## src/rtl/straight_showdown_ctrl_pkg.sv

```systemverilog
// Shared types and constants for the straight showdown controller.
package straight_showdown_ctrl_pkg;

  localparam int CARD_W = 4;

  typedef logic [CARD_W-1:0] card_t;

  // Ace is the top rank; a raw 0 on the inputs also means ace.
  localparam card_t ACE        = 4'd13;
  // Top card of the A-2-3-4-5 wheel.
  localparam card_t WHEEL_HIGH = 4'd4;

  // Winner encodings.
  localparam logic [1:0] NONE = 2'b00;
  localparam logic [1:0] P1   = 2'b01;
  localparam logic [1:0] P2   = 2'b10;
  localparam logic [1:0] TIE  = 2'b11;

  typedef enum logic [2:0] {
    IDLE  = 3'd0,
    EVAL1 = 3'd1,
    EVAL2 = 3'd2,
    CMP   = 3'd3,
    DONE  = 3'd4
  } state_t;

  // Raw input 0 is an alternate ace code; everything else passes through.
  function automatic card_t capture_card(card_t n);
    return (n == '0) ? ACE : n;
  endfunction

  // Only 14 and 15 lie above the ace and are not valid cards.
  function automatic logic is_illegal(card_t n);
    return (n > ACE);
  endfunction

endpackage

```

## src/rtl/straight_showdown_ctrl_if.sv

```systemverilog
// Request/result bundle for the straight showdown controller.
//
// Handshake: start is sampled only while busy is low (IDLE). Once accepted,
// busy stays high until the end of the single-cycle done pulse; start seen
// while busy is dropped, never queued. Results are valid on the done cycle
// and hold until the next evaluation overwrites them.
interface straight_showdown_ctrl_if;
  import straight_showdown_ctrl_pkg::*;

  logic   start;
  card_t  p1_card1_number;
  card_t  p1_card2_number;
  card_t  p2_card1_number;
  card_t  p2_card2_number;
  card_t  community_card1_number;
  card_t  community_card2_number;
  card_t  community_card3_number;
  card_t  community_card4_number;
  card_t  community_card5_number;

  logic       busy;
  logic       done;
  logic       p1_straight;
  logic       p2_straight;
  card_t      p1_max_num;
  card_t      p2_max_num;
  logic [1:0] winner;
  logic       err;
  state_t     dbg_state;

  modport master (
    output start,
    output p1_card1_number, p1_card2_number,
    output p2_card1_number, p2_card2_number,
    output community_card1_number, community_card2_number,
    output community_card3_number, community_card4_number,
    output community_card5_number,
    input  busy, done, p1_straight, p2_straight,
    input  p1_max_num, p2_max_num, winner, err, dbg_state
  );

  modport slave (
    input  start,
    input  p1_card1_number, p1_card2_number,
    input  p2_card1_number, p2_card2_number,
    input  community_card1_number, community_card2_number,
    input  community_card3_number, community_card4_number,
    input  community_card5_number,
    output busy, done, p1_straight, p2_straight,
    output p1_max_num, p2_max_num, winner, err, dbg_state
  );

endinterface

```

## src/rtl/straight_showdown_ctrl_straight_eval.sv

```systemverilog
// Combinational straight finder over seven card numbers.
module straight_eval
  import straight_showdown_ctrl_pkg::*;
(
  input  card_t [6:0] nums,
  output logic        straight,
  output card_t       max_num,
  output logic        illegal
);

  logic [13:1] present;

  // Rank presence mask (duplicates collapse), then scan five-wide windows
  // from low to high so the last hit is the highest top card.
  always_comb begin
    present  = '0;
    illegal  = 1'b0;
    straight = 1'b0;
    max_num  = '0;
    for (int i = 0; i < 7; i++) begin
      if (is_illegal(nums[i])) illegal = 1'b1;
    end
    for (int v = 1; v <= 13; v++) begin
      for (int i = 0; i < 7; i++) begin
        if (nums[i] == card_t'(v)) present[v] = 1'b1;
      end
    end
    if (present[ACE] && (&present[4:1])) begin
      straight = 1'b1;
      max_num  = WHEEL_HIGH;
    end
    for (int t = 5; t <= 13; t++) begin
      if (&present[t -: 5]) begin
        straight = 1'b1;
        max_num  = card_t'(t);
      end
    end
    if (illegal) begin
      straight = 1'b0;
      max_num  = '0;
    end
  end

endmodule

```

## src/rtl/straight_showdown_ctrl.sv

```systemverilog
// Two-player straight showdown: snapshot cards, evaluate each player with
// one shared evaluator, then compare.
module straight_showdown_ctrl
  import straight_showdown_ctrl_pkg::*;
(
  input  logic                    clk,
  input  logic                    rst,
  straight_showdown_ctrl_if.slave bus
);

  state_t      state;
  card_t [1:0] snap_p1;
  card_t [1:0] snap_p2;
  card_t [4:0] snap_board;

  card_t [8:0] in_cards;
  logic        in_bad;
  card_t [6:0] ev_nums;
  logic        ev_straight;
  card_t       ev_max;
  logic        ev_illegal;

  assign in_cards = {bus.p1_card1_number, bus.p1_card2_number,
                     bus.p2_card1_number, bus.p2_card2_number,
                     bus.community_card1_number, bus.community_card2_number,
                     bus.community_card3_number, bus.community_card4_number,
                     bus.community_card5_number};

  assign bus.dbg_state = state;

  // Flag any illegal number in the live inputs so err is known at capture.
  always_comb begin
    in_bad = 1'b0;
    for (int i = 0; i < 9; i++) begin
      if (is_illegal(in_cards[i])) in_bad = 1'b1;
    end
  end

  // Feed the shared evaluator: player 2 in EVAL2, player 1 otherwise.
  always_comb begin
    ev_nums = {snap_p1, snap_board};
    if (state == EVAL2) ev_nums = {snap_p2, snap_board};
  end

  straight_eval u_eval (
    .nums     (ev_nums),
    .straight (ev_straight),
    .max_num  (ev_max),
    .illegal  (ev_illegal)
  );

  // Sequencer with registered status and result outputs.
  always_ff @(posedge clk or posedge rst) begin
    if (rst) begin
      state           <= IDLE;
      snap_p1         <= '0;
      snap_p2         <= '0;
      snap_board      <= '0;
      bus.busy        <= 1'b0;
      bus.done        <= 1'b0;
      bus.err         <= 1'b0;
      bus.p1_straight <= 1'b0;
      bus.p2_straight <= 1'b0;
      bus.p1_max_num  <= '0;
      bus.p2_max_num  <= '0;
      bus.winner      <= NONE;
    end else begin
      case (state)
        IDLE: begin
          if (bus.start) begin
            snap_p1    <= {capture_card(bus.p1_card1_number),
                           capture_card(bus.p1_card2_number)};
            snap_p2    <= {capture_card(bus.p2_card1_number),
                           capture_card(bus.p2_card2_number)};
            snap_board <= {capture_card(bus.community_card1_number),
                           capture_card(bus.community_card2_number),
                           capture_card(bus.community_card3_number),
                           capture_card(bus.community_card4_number),
                           capture_card(bus.community_card5_number)};
            bus.err    <= in_bad;
            bus.busy   <= 1'b1;
            state      <= EVAL1;
          end
        end
        EVAL1: begin
          // An illegal card anywhere in the snapshot voids both hands.
          bus.p1_straight <= ev_straight & ~(bus.err | ev_illegal);
          bus.p1_max_num  <= (bus.err | ev_illegal) ? card_t'(0) : ev_max;
          state           <= EVAL2;
        end
        EVAL2: begin
          bus.p2_straight <= ev_straight & ~(bus.err | ev_illegal);
          bus.p2_max_num  <= (bus.err | ev_illegal) ? card_t'(0) : ev_max;
          state           <= CMP;
        end
        CMP: begin
          if (bus.p1_straight && bus.p2_straight) begin
            if (bus.p1_max_num > bus.p2_max_num)      bus.winner <= P1;
            else if (bus.p1_max_num < bus.p2_max_num) bus.winner <= P2;
            else                                      bus.winner <= TIE;
          end else if (bus.p1_straight) begin
            bus.winner <= P1;
          end else if (bus.p2_straight) begin
            bus.winner <= P2;
          end else begin
            bus.winner <= NONE;
          end
          bus.done <= 1'b1;
          state    <= DONE;
        end
        DONE: begin
          bus.done <= 1'b0;
          bus.busy <= 1'b0;
          state    <= IDLE;
        end
        default: begin
          bus.done <= 1'b0;
          bus.busy <= 1'b0;
          state    <= IDLE;
        end
      endcase
    end
  end

endmodule
```

## src/flat_wrapper.sv

```systemverilog
// flat-port wrapper written by rule: the top's interface ports become plain ports
module straight_showdown_ctrl_flat import straight_showdown_ctrl_pkg::*;
  (clk, rst, bus_start, bus_p1_card1_number, bus_p1_card2_number, bus_p2_card1_number, bus_p2_card2_number, bus_community_card1_number, bus_community_card2_number, bus_community_card3_number, bus_community_card4_number, bus_community_card5_number, bus_busy, bus_done, bus_p1_straight, bus_p2_straight, bus_p1_max_num, bus_p2_max_num, bus_winner, bus_err, bus_dbg_state);
  straight_showdown_ctrl_if bus_i ();
  input  logic clk;
  input  logic rst;
  input wire logic [$bits(bus_i.start)-1:0] bus_start;
  input wire logic [$bits(bus_i.p1_card1_number)-1:0] bus_p1_card1_number;
  input wire logic [$bits(bus_i.p1_card2_number)-1:0] bus_p1_card2_number;
  input wire logic [$bits(bus_i.p2_card1_number)-1:0] bus_p2_card1_number;
  input wire logic [$bits(bus_i.p2_card2_number)-1:0] bus_p2_card2_number;
  input wire logic [$bits(bus_i.community_card1_number)-1:0] bus_community_card1_number;
  input wire logic [$bits(bus_i.community_card2_number)-1:0] bus_community_card2_number;
  input wire logic [$bits(bus_i.community_card3_number)-1:0] bus_community_card3_number;
  input wire logic [$bits(bus_i.community_card4_number)-1:0] bus_community_card4_number;
  input wire logic [$bits(bus_i.community_card5_number)-1:0] bus_community_card5_number;
  output wire logic [$bits(bus_i.busy)-1:0] bus_busy;
  output wire logic [$bits(bus_i.done)-1:0] bus_done;
  output wire logic [$bits(bus_i.p1_straight)-1:0] bus_p1_straight;
  output wire logic [$bits(bus_i.p2_straight)-1:0] bus_p2_straight;
  output wire logic [$bits(bus_i.p1_max_num)-1:0] bus_p1_max_num;
  output wire logic [$bits(bus_i.p2_max_num)-1:0] bus_p2_max_num;
  output wire logic [$bits(bus_i.winner)-1:0] bus_winner;
  output wire logic [$bits(bus_i.err)-1:0] bus_err;
  output wire logic [$bits(bus_i.dbg_state)-1:0] bus_dbg_state;
  assign bus_i.start = bus_start;
  assign bus_i.p1_card1_number = bus_p1_card1_number;
  assign bus_i.p1_card2_number = bus_p1_card2_number;
  assign bus_i.p2_card1_number = bus_p2_card1_number;
  assign bus_i.p2_card2_number = bus_p2_card2_number;
  assign bus_i.community_card1_number = bus_community_card1_number;
  assign bus_i.community_card2_number = bus_community_card2_number;
  assign bus_i.community_card3_number = bus_community_card3_number;
  assign bus_i.community_card4_number = bus_community_card4_number;
  assign bus_i.community_card5_number = bus_community_card5_number;
  assign bus_busy = bus_i.busy;
  assign bus_done = bus_i.done;
  assign bus_p1_straight = bus_i.p1_straight;
  assign bus_p2_straight = bus_i.p2_straight;
  assign bus_p1_max_num = bus_i.p1_max_num;
  assign bus_p2_max_num = bus_i.p2_max_num;
  assign bus_winner = bus_i.winner;
  assign bus_err = bus_i.err;
  assign bus_dbg_state = bus_i.dbg_state;
  straight_showdown_ctrl u_core (.clk(clk), .rst(rst), .bus(bus_i));
endmodule
```

## config.mk

```make
export PLATFORM = sky130hd
export DESIGN_NAME = straight_showdown_ctrl_flat
export DESIGN_NICKNAME = d
export VERILOG_FILES = /design/src/rtl/straight_showdown_ctrl_pkg.sv /design/src/rtl/straight_showdown_ctrl_if.sv /design/src/rtl/straight_showdown_ctrl_straight_eval.sv /design/src/rtl/straight_showdown_ctrl.sv /design/src/flat_wrapper.sv
export SDC_FILE = /design/constraint.sdc
export NUM_CORES = 1
export LEC_CHECK = 0
export ABC_AREA = 0
export CORE_UTILIZATION = 54
export DETAILED_ROUTE_END_ITERATION = 12
export PLACE_DENSITY = 0.79
export SETUP_SLACK_MARGIN = 0.2
export SYNTH_ARGS = -nofsm -noshare
export SYNTH_HDL_FRONTEND = slang
export SYNTH_SLANG_ARGS = --single-unit
```

## constraint.sdc

```tcl
create_clock -name clk -period 5.18 [get_ports clk]
set_clock_uncertainty 0.2 [all_clocks]
set_input_delay 0.777 -clock clk [delete_from_list [all_inputs] [get_ports clk]]
set_output_delay 0.777 -clock clk [all_outputs]
set_load 0.01 [all_outputs]
```

* Yosys cells after proc, flatten, opt, wreduce, memory -nomap -nowiden
Cells that the tools add are included.
** Storage, ports and cells
- Memory bits (read-only) :: 0
- Bits in latches :: 0
- Bits in writable memories :: 0
- Input bits :: 39
- Output and inout bits :: 18
- Memories :: 0
- Register bits :: 54
** Cells by class
- Divide/modulo/power cells :: 0
- Mux-type cells :: 150
- Bitwise gates (word level) :: 4
- Magnitude comparators :: 18
- Multiply operators :: 0
- Shift-type cells :: 0
- Reductions and logical operators :: 26
- Equality and inequality tests :: 95
- Add/subtract/negate cells :: 0
** Operator list (count)
- $eq 4x4->1 const B :: 42
- $mux 1 :: 120
- $eq 4x3->1 const B :: 28
- $mux 4 :: 20
- $gt 4x4->1 const B :: 16
- $eq 4x2->1 const B :: 14
- $reduce_and 5->1 :: 9
- $logic_not 4->1 :: 9
- $eq 4x1->1 const B :: 7
- $mux 28 :: 1
- $pmux 3 s4 :: 1
- $mux 2 :: 4
- $eq 3x2->1 const B :: 2
- $mux 3 :: 2
- $reduce_or 3->1 :: 2
- $gt 4x4->1 :: 1
- $lt 4x4->1 :: 1
- $pmux 1 s2 :: 2
- $reduce_and 2->1 :: 2
- $reduce_and 4->1 :: 1
- $eq 3x1->1 const B :: 1
- $logic_not 3->1 :: 1
- $logic_and 1x1->1 :: 2
- $ne 2x2->1 const B :: 1
- 3 further kinds :: 4

* Depth between registers and ports, before layout
Gate-level depths: netlist (run 1).
- Depth in word-level cells :: 24
- Mapped depth :: 11

* Cells and area by module
From an unflattened synthesis (run 1), not the netlist that was laid out.
** Second synthesis, totals
- Cell total of the unflattened synthesis :: 451
- Area total of the unflattened synthesis :: 3778.6 µm²
** By module, submodules not included
- straight_showdown_ctrl :: cells each 262, instances 1, sequential area each 1351.3 µm², area each 2472.4 µm²
- straight_eval :: cells each 189, instances 1, sequential area each 0.0 µm², area each 1306.3 µm²

* Worst setup path before layout (run 1)
Ideal clock, no wire load.
- Path type :: register -> register
- Start point :: register u_core.state[2] (netlist: u_core.bus.dbg_state[2])
- End point :: register u_core.bus.p1_max_num[0]
- Clock period less this slack :: 2.621 ns
- Library setup time :: 0.141 ns
- Arrival :: 2.281 ns
- Setup slack :: 2.559 ns
- Cell stages (with the launch flop) :: 10
- Data required time :: 4.839 ns
- Buffers on the path :: 2
- Cells stage by stage :: dfrtp_1 buf_6 or3b_1 buf_6 mux2_4 o2111ai_2 nand4_2 nand2b_1 a311oi_2 a21oi_1
** On the way
- Longest elaborated chain between the ends :: 17
** Ends and longest elaborated chain
- start: declaration :: RTL line straight_showdown_ctrl.sv:11 : state_t state;
- start signal: assignment :: RTL line straight_showdown_ctrl.sv:55 : state <= IDLE;
- start signal: assignment :: RTL line straight_showdown_ctrl.sv:82 : state <= EVAL1;
- start signal: assignment :: RTL line straight_showdown_ctrl.sv:89 : state <= EVAL2;
- $eq 3x2->1 :: RTL line straight_showdown_ctrl.sv:42 : if (state == EVAL2) ev_nums = {snap_p2, snap_board};
- $mux 28 :: RTL line straight_showdown_ctrl.sv:42
- $eq 4x1->1, or another cell as far along :: RTL line straight_showdown_ctrl_straight_eval.sv:25 : if (nums[i] == card_t'(v)) present[v] = 1'b1;
- $mux 1 (2 in a row) :: RTL line straight_showdown_ctrl_straight_eval.sv:25
- $reduce_and 5->1 :: RTL line straight_showdown_ctrl_straight_eval.sv:33 : if (&present[t -: 5]) begin
- $mux 4 (9 in a row) :: RTL line straight_showdown_ctrl_straight_eval.sv:33
- $mux 4 :: RTL line straight_showdown_ctrl_straight_eval.sv:38 : if (illegal) begin
- $mux 4 :: RTL line straight_showdown_ctrl.sv:88 : bus.p1_max_num <= (bus.err | ev_illegal) ? card_t'(0) : ev_max;
- end signal: assignment :: RTL line straight_showdown_ctrl.sv:88
- end: declaration :: RTL line straight_showdown_ctrl_if.sv:50 : output p1_max_num, p2_max_num, winner, err, dbg_state
Several ways; a longest one is shown, not always the timed one.
A chain may end at the register's enable or synchronous reset.

* Worst setup path in the final report (run 1)
- Start point :: register u_core.state[2] (netlist: u_core.bus.dbg_state[2])
- End point :: register u_core.bus.p2_straight
** On the way
- Longest elaborated chain between the ends :: 19
** Ends and longest elaborated chain
- $eq 3x2->1 * :: RTL line straight_showdown_ctrl.sv:42, straight_showdown_ctrl.sv:68
- $mux 28 :: RTL line straight_showdown_ctrl.sv:42
- $eq 4x1->1, or another cell as far along :: RTL line straight_showdown_ctrl_straight_eval.sv:25
- $mux 1 (2 in a row) :: RTL line straight_showdown_ctrl_straight_eval.sv:25
- $reduce_and 4->1 :: RTL line straight_showdown_ctrl_straight_eval.sv:28 : if (present[ACE] && (&present[4:1])) begin
- $logic_and 1x1->1 :: RTL line straight_showdown_ctrl_straight_eval.sv:28
- $mux 1 :: RTL line straight_showdown_ctrl_straight_eval.sv:28
- $mux 1 (9 in a row) :: RTL line straight_showdown_ctrl_straight_eval.sv:33
- $mux 1 :: RTL line straight_showdown_ctrl_straight_eval.sv:38
- $and 1x1->1 :: RTL line straight_showdown_ctrl.sv:92 : bus.p2_straight <= ev_straight & ~(bus.err | ev_illegal);
- end signal: assignment :: RTL line straight_showdown_ctrl.sv:92
- end: declaration :: RTL line straight_showdown_ctrl_if.sv:49 : output busy, done, p1_straight, p2_straight,
Mark *: on every way between the ends. The rest lies on a longest branch, timed or not.

==> results.cfg, run 1 <==
[outcome]
status = complete, no violations

[logic_synthesis]
syn_inst = 480
synth-edff-count = 0
ys_seq_elements = 54
syn_area_um2 = 4030
yosysWarnings = 0
synthFlopType = dfrtp_1
async_flop_share = 1.00
syn_nets = 523
synth_area_per_cell_um2 = 8.39
ys_types = 59
ys_seq_area_frac = 0.335

[sta]
rsz0062_at_grt = false
period_share = 0.635
slew_headroom = 0.260
period_minus_slack_ps = 3290
setup_violations = 0
tns_ps = 0
tightest_slew_ps = 1110
hold_viol = 0
fmax_mhz = 304
maxSlewViolCount = 0
whs_ps = 279

[run]
cap_violations = 0

[critical_path]
cp.required_ps = 5130
cp_max_fo = 15
slowest_delay_ps = 820
crit_arrival_ps = 3240
cp-start-kind = flop
worst-setup-path-type = reg -> reg
cp_cell_sequence = nor3b_2 > o311ai_0 > a2111o_1 > o211ai_1 > a211oi_2 > o21ai_1 > a31oi_1
slowest_stage = nor3b_2
cp-end-kind = flop

[routing]
drc_errors = 0
drtPass1Iterations = 5
drt_wl_total_um = 11200
vias_per_cell = 6.51
dr_total_vias = 3967
avgRoutedWirePerCell_um = 18.4
drt_iter0_drc = 316
postRouteAntennaNets = 0

[clocking]
clk_transition_reported_paths_ps = 100
ctsResizeCount = 0
clock_path_buffers = 2
cts.sinks = 54
cts_tree = built
ctsRootBufferMaster = clkbuf_8
post_cts_buffers = 0
cts_inserted_buffers = 5
htree_levels = 2
cts_hold_buffers = 0
insertion_delay_ps = 310

[die]
die_x_um = 88.4
initial_utilization = 0.558
die_area_um2 = 7810
io_pins = 57
core_area_um2 = 7210
std_cell_rows = 31
fp.dieH_um = 88.4

[layout]
final_common_cell = nor2_1
layout_common_cells = nor2_1 (73), clkdlybuf4s50_1 (56), dfrtp_1 (54)
nNetsFinal = 552
syn_to_final_growth_pct = 15.9
n_fill_cell = 613
diodes = 0
drive_above_1_share = 0.0647

[place]
io_buffer_count = 56
dp_hpwl_um = 8410
gp_congestion = 0.894

[power]
power.density_nw_per_um2 = 608
power_mw = 2.84
p_leak_nw = 1.73
max-vdd-ir-drop_v = 0.000361

[global_routing]
grt_max_degree = 55
grt_pass1_wl_um = 17500
overflow = 0
track_usage = 0.295
grt_pass1_vias = 3502
antenna_found_initial = 0

[hold_path]
hp-class = reg -> reg
## logic make-up (layout without fill, tap and decap cells)
logic type	after synthesis	in the layout	synth area share
AND/OR/NAND/NOR	236	236	0.335
AO/OA/AOI/OAI	119	119	0.217
flip-flops	54	54	0.335
buffers and inverters	50	80	0.0534
multiplexers	17	17	0.0463
adder cells (fa/ha/maj)	4	4	0.0124
## flip-flops by register name (all words and copies together), names as in the netlist
register and cells:
u_core.snap_board 20, u_core.snap_p1 8, u_core.snap_p2 8, u_core.bus.p1_max_num 4
u_core.bus.p2_max_num 4, u_core.bus.dbg_state 3, u_core.bus.winner 2, u_core.bus.busy 1
u_core.bus.done 1, u_core.bus.err 1, u_core.bus.p1_straight 1, u_core.bus.p2_straight 1
## where the power goes
group	internal, mW	switching, mW	total, mW
logic	0.712	0.854	1.57
registers	0.604	0.419	1.02
clock network	0.108	0.140	0.248
total	1.42	1.41	2.84
## final cells by class
type	instances	area, um2	area share
inverter	13	48.8	0.0105
timing repair buffer	59	583	0.125
multi-input combinational	376	2470	0.528
clock inverter	2	12.5	0.00268
tap	99	124	0.0265
clock buffer	6	82.6	0.0177
sequential	54	1350	0.289
## Yosys cell counts (2+ instances only)
master | instances | area share
a211oi_1 | 2 | 0.0037
a21oi_1 | 29 | 0.036
a221oi_1 | 9 | 0.020
a22oi_1 | 6 | 0.011
a311o_1 | 2 | 0.0050
a311oi_1 | 7 | 0.015
a31oi_1 | 4 | 0.0062
a32o_1 | 4 | 0.0099
a32oi_1 | 8 | 0.017
and2_1 | 5 | 0.0078
and3_1 | 2 | 0.0031
and4b_1 | 5 | 0.012
buf_1 | 2 | 0.0019
buf_2 | 4 | 0.0050
buf_6 | 3 | 0.0084
clkbuf_1 | 28 | 0.026
dfrtp_1 | 54 | 0.34
ha_1 | 4 | 0.012
inv_1 | 13 | 0.012
mux2_2 | 9 | 0.025
mux2i_1 | 7 | 0.017
nand2_1 | 20 | 0.019
nand2b_1 | 3 | 0.0047
nand3_1 | 20 | 0.025
nand3b_1 | 9 | 0.017
nand4_1 | 4 | 0.0062
nand4b_1 | 7 | 0.015
nor2_1 | 73 | 0.068
nor2b_1 | 24 | 0.037
nor3_1 | 29 | 0.036
nor3b_1 | 5 | 0.0093
nor4b_1 | 7 | 0.015
nor4bb_1 | 15 | 0.037
o2111ai_1 | 9 | 0.020
o2111ai_2 | 2 | 0.0075
o211ai_1 | 2 | 0.0037
o21ai_0 | 18 | 0.022
o21ai_1 | 4 | 0.0050
o311ai_0 | 2 | 0.0043
## stage by stage
stage / worst slack [ps] / instances / util / instance area [um2]
3_3_place_gp: 2070 / 601 / 0.634 / 4570
2_1_floorplan: 2560 / 480 / - / 4030
4_1_cts: 1940 / 609 / 0.647 / 4670
3_5_place_dp: 1960 / 601 / 0.634 / 4570
5_1_grt: 1620 / 609 / 0.647 / 4670
6_report: 1890 / 609 / 0.647 / 4670
## critical path: cells and delay by family (launching register included)
kind	cells	cell delay, ps
AO/OA/AOI/OAI	6	1640
flip-flops	1	490
AND/OR/NAND/NOR	1	820
## metal layers
metal  part of all wire  global-route usage
met5                  0                   0
met4              0.045               0.136
met3              0.068              0.0457
met2               0.47               0.480
met1               0.42               0.386
## worst paths after layout
kind	startpoint	endpoint	slack, ps	depth (start not counted)
hold / removal	u_core.bus.winner[0]	u_core.bus.winner[0]	280	2
setup / recovery	u_core.bus.dbg_state[2]	u_core.bus.p2_straight	1890	7
max in group asynchronous	rst	u_core.snap_p2[2]	3220	2
hold reg to reg	u_core.bus.winner[0]	u_core.bus.winner[0]	280	2
setup reg to reg	u_core.bus.dbg_state[2]	u_core.bus.p2_straight	1890	7
min in group asynchronous	rst	u_core.snap_board[13]	890	2
No activity file was read; power rests on OpenSTA's default activity.
==> run 2, diff against run 1 <==
--- a/config.mk
+++ b/config.mk
@@ -6,9 +6,9 @@
 export NUM_CORES = 1
 export LEC_CHECK = 0
 export ABC_AREA = 0
-export CORE_UTILIZATION = 54
+export CORE_UTILIZATION = 50
 export DETAILED_ROUTE_END_ITERATION = 12
-export PLACE_DENSITY = 0.79
+export PLACE_DENSITY = 0.77
 export SETUP_SLACK_MARGIN = 0.2
 export SYNTH_ARGS = -nofsm -noshare
 export SYNTH_HDL_FRONTEND = slang
==> constraint.sdc (replaced) <==
create_clock -name clk -period 2.7 [get_ports clk]
set_clock_uncertainty 0.2 [all_clocks]
set_input_delay 0.405 -clock clk [delete_from_list [all_inputs] [get_ports clk]]
set_output_delay 0.405 -clock clk [all_outputs]
set_load 0.01 [all_outputs]
==> run 2 against run 1 <==
Compared with the run above: total power up 130%; count of clock-buffer cells in the layout unchanged; via count is 4.8% higher; critical path depth grew 1; utilization rose by 1.9 points; maximum frequency rose by 24%; non-clock buffer count increased by 41; setup slack got worse by 1800 ps; wire length increased by 6.8%; sequential cell count is the same; hold slack got worse by 27 ps; clock power rose by 96%; critical endpoint is now u_core.bus.p1_max_num[0]; largest cell class unchanged; highest routed layer unchanged.
==> results.cfg, run 2 (same netlist as run 1, synthesis figures left out) <==
[global_routing]
grt_max_degree = 56
antenna_found_initial = 0
grt_pass1_wl_um = 19800
overflow = 0
grt_pass1_vias = 3941
track_usage = 0.297

[critical_path]
cp.required_ps = 2680
crit_arrival_ps = 2640
worst-path-buf-inv = 1
cp_cell_sequence = and4b_1 > a311o_1 > a2111o_1 > buf_4 > nand3_1 > o22ai_1 > a311oi_4 > a21oi_1
cp-end-kind = flop
cp-start-kind = flop
slowest_stage = dfrtp_1
worst-setup-path-type = reg -> reg
slowest_delay_ps = 480
path_delay_family = compound AO/OA/AOI/OAI gates
cp_max_fo = 8

[clocking]
cts_tree = built
htree_levels = 2
clk_transition_reported_paths_ps = 110
cts_hold_buffers = 0
clock_path_buffers = 2
insertion_delay_ps = 320
cts.sinks = 54
ctsRootBufferMaster = clkbuf_8
cts_inserted_buffers = 5

[place]
dp_hpwl_um = 8850
post_dp_cell_area_um2 = 4820
gp_congestion = 1.00
post-place-ws_ps = -95.1
io_buffer_count = 56
dp.cells = 628

[routing]
postRouteAntennaNets = 0
drt_wl_total_um = 12000
drc_errors = 0
dr_total_vias = 4157
avgRoutedWirePerCell_um = 18.3
drtPass1Iterations = 5
vias_per_cell = 6.37
drt_iter0_drc = 398

[sta]
setup_violations = 0
fmax_mhz = 376
rsz0062_at_grt = true
hold_viol = 0
whs_ps = 253
fin_ws_ps = 40.9
period_minus_slack_ps = 2660
tns_ps = 0
tightest_slew_ps = 548
maxSlewViolCount = 0
slew_headroom = 0.634
period_share = 0.985

[layout]
final_common_cell = nor2_1
fin_util = 0.666
largest_reg_flops = 20
top_register = u_core.snap_board
syn_to_final_growth_pct = 28.4
final_cells = 653
diodes = 0
reg_top3 = u_core.snap_board x20, u_core.snap_p1 x8, u_core.snap_p2 x8
layout_common_cells = nor2_1 (72), clkdlybuf4s50_1 (56), dfrtp_1 (48)
nNetsFinal = 593
drive_above_1_share = 0.178
n_fill_cell = 677
finalInstanceArea_um2 = 5170

[die]
core_area_um2 = 7770
fp.dieH_um = 91.8
io_pins = 57
die_area_um2 = 8420
die_x_um = 91.8
initial_utilization = 0.519
std_cell_rows = 32

[run]
cap_violations = 0

[power]
max-vdd-ir-drop_v = 0.000546
power_mw = 6.39
power.density_nw_per_um2 = 1240
p_leak_nw = 1.97

[hold_path]
hp-class = in -> async

[outcome]
status = complete, no violations
run 2: cell count changes in the layout (fill, tap and decap cells not counted), sizes merged:
| cell | change |
|---|---|
| buf | +41 |
run 2: layout make-up:
class,instances,area [um2],area share
Multi-Input combinational cell,376,2610,0.505
Tap cell,102,128,0.0247
Clock buffer,6,82.6,0.0160
Timing Repair Buffer,100,930,0.180
Clock inverter,2,12.5,0.00242
Sequential cell,54,1360,0.263
Inverter,13,48.8,0.00943
run 2: path summary, 6_finish.rpt:
kind | start | endpoint | slack, ps | cells after the start
min reg2reg | u_core.bus.winner[0] | u_core.bus.winner[0] | 290 | 2
min in group clk | u_core.bus.winner[0] | u_core.bus.winner[0] | 290 | 2
max | u_core.snap_p1[5] | u_core.bus.p1_max_num[0] | 40 | 8
min | rst | u_core.snap_p1[0] | 250 | 2
max in group asynchronous | rst | u_core.snap_p2[1] | 1490 | 3
max reg2reg | u_core.snap_p1[5] | u_core.bus.p1_max_num[0] | 40 | 8
run 2: worst register-to-register path, stage by stage, from the launching register on:
cell      delay (ps)
dfrtp_1          480
and4b_1          220
a311o_1          350
a2111o_1         470
buf_4            160
nand3_1           90
o22ai_1          140
a311oi_4         320
a21oi_1           90
run 2: report_power, final:
part	switching [mW]	internal, mW
combinational	2.14	1.97
sequential	0.626	1.17
clock	0.279	0.207
run 2: what timing repair did:
item                       4_1_cts  5_1_grt
gates resized for setup         20       13
setup endpoints to repair       10       10
pin swaps                        9        9
setup buffers                   13        4
run 2: routing by layer:
metal	track usage	share of wire	vias up	wire [um]
li1	-	-	1966	-
met1	0.392	0.44	1961	5240
met2	0.484	0.46	179	5520
met3	0.0406	0.049	51	588
met4	0.134	0.051	0	612
met5	0	0	-	0
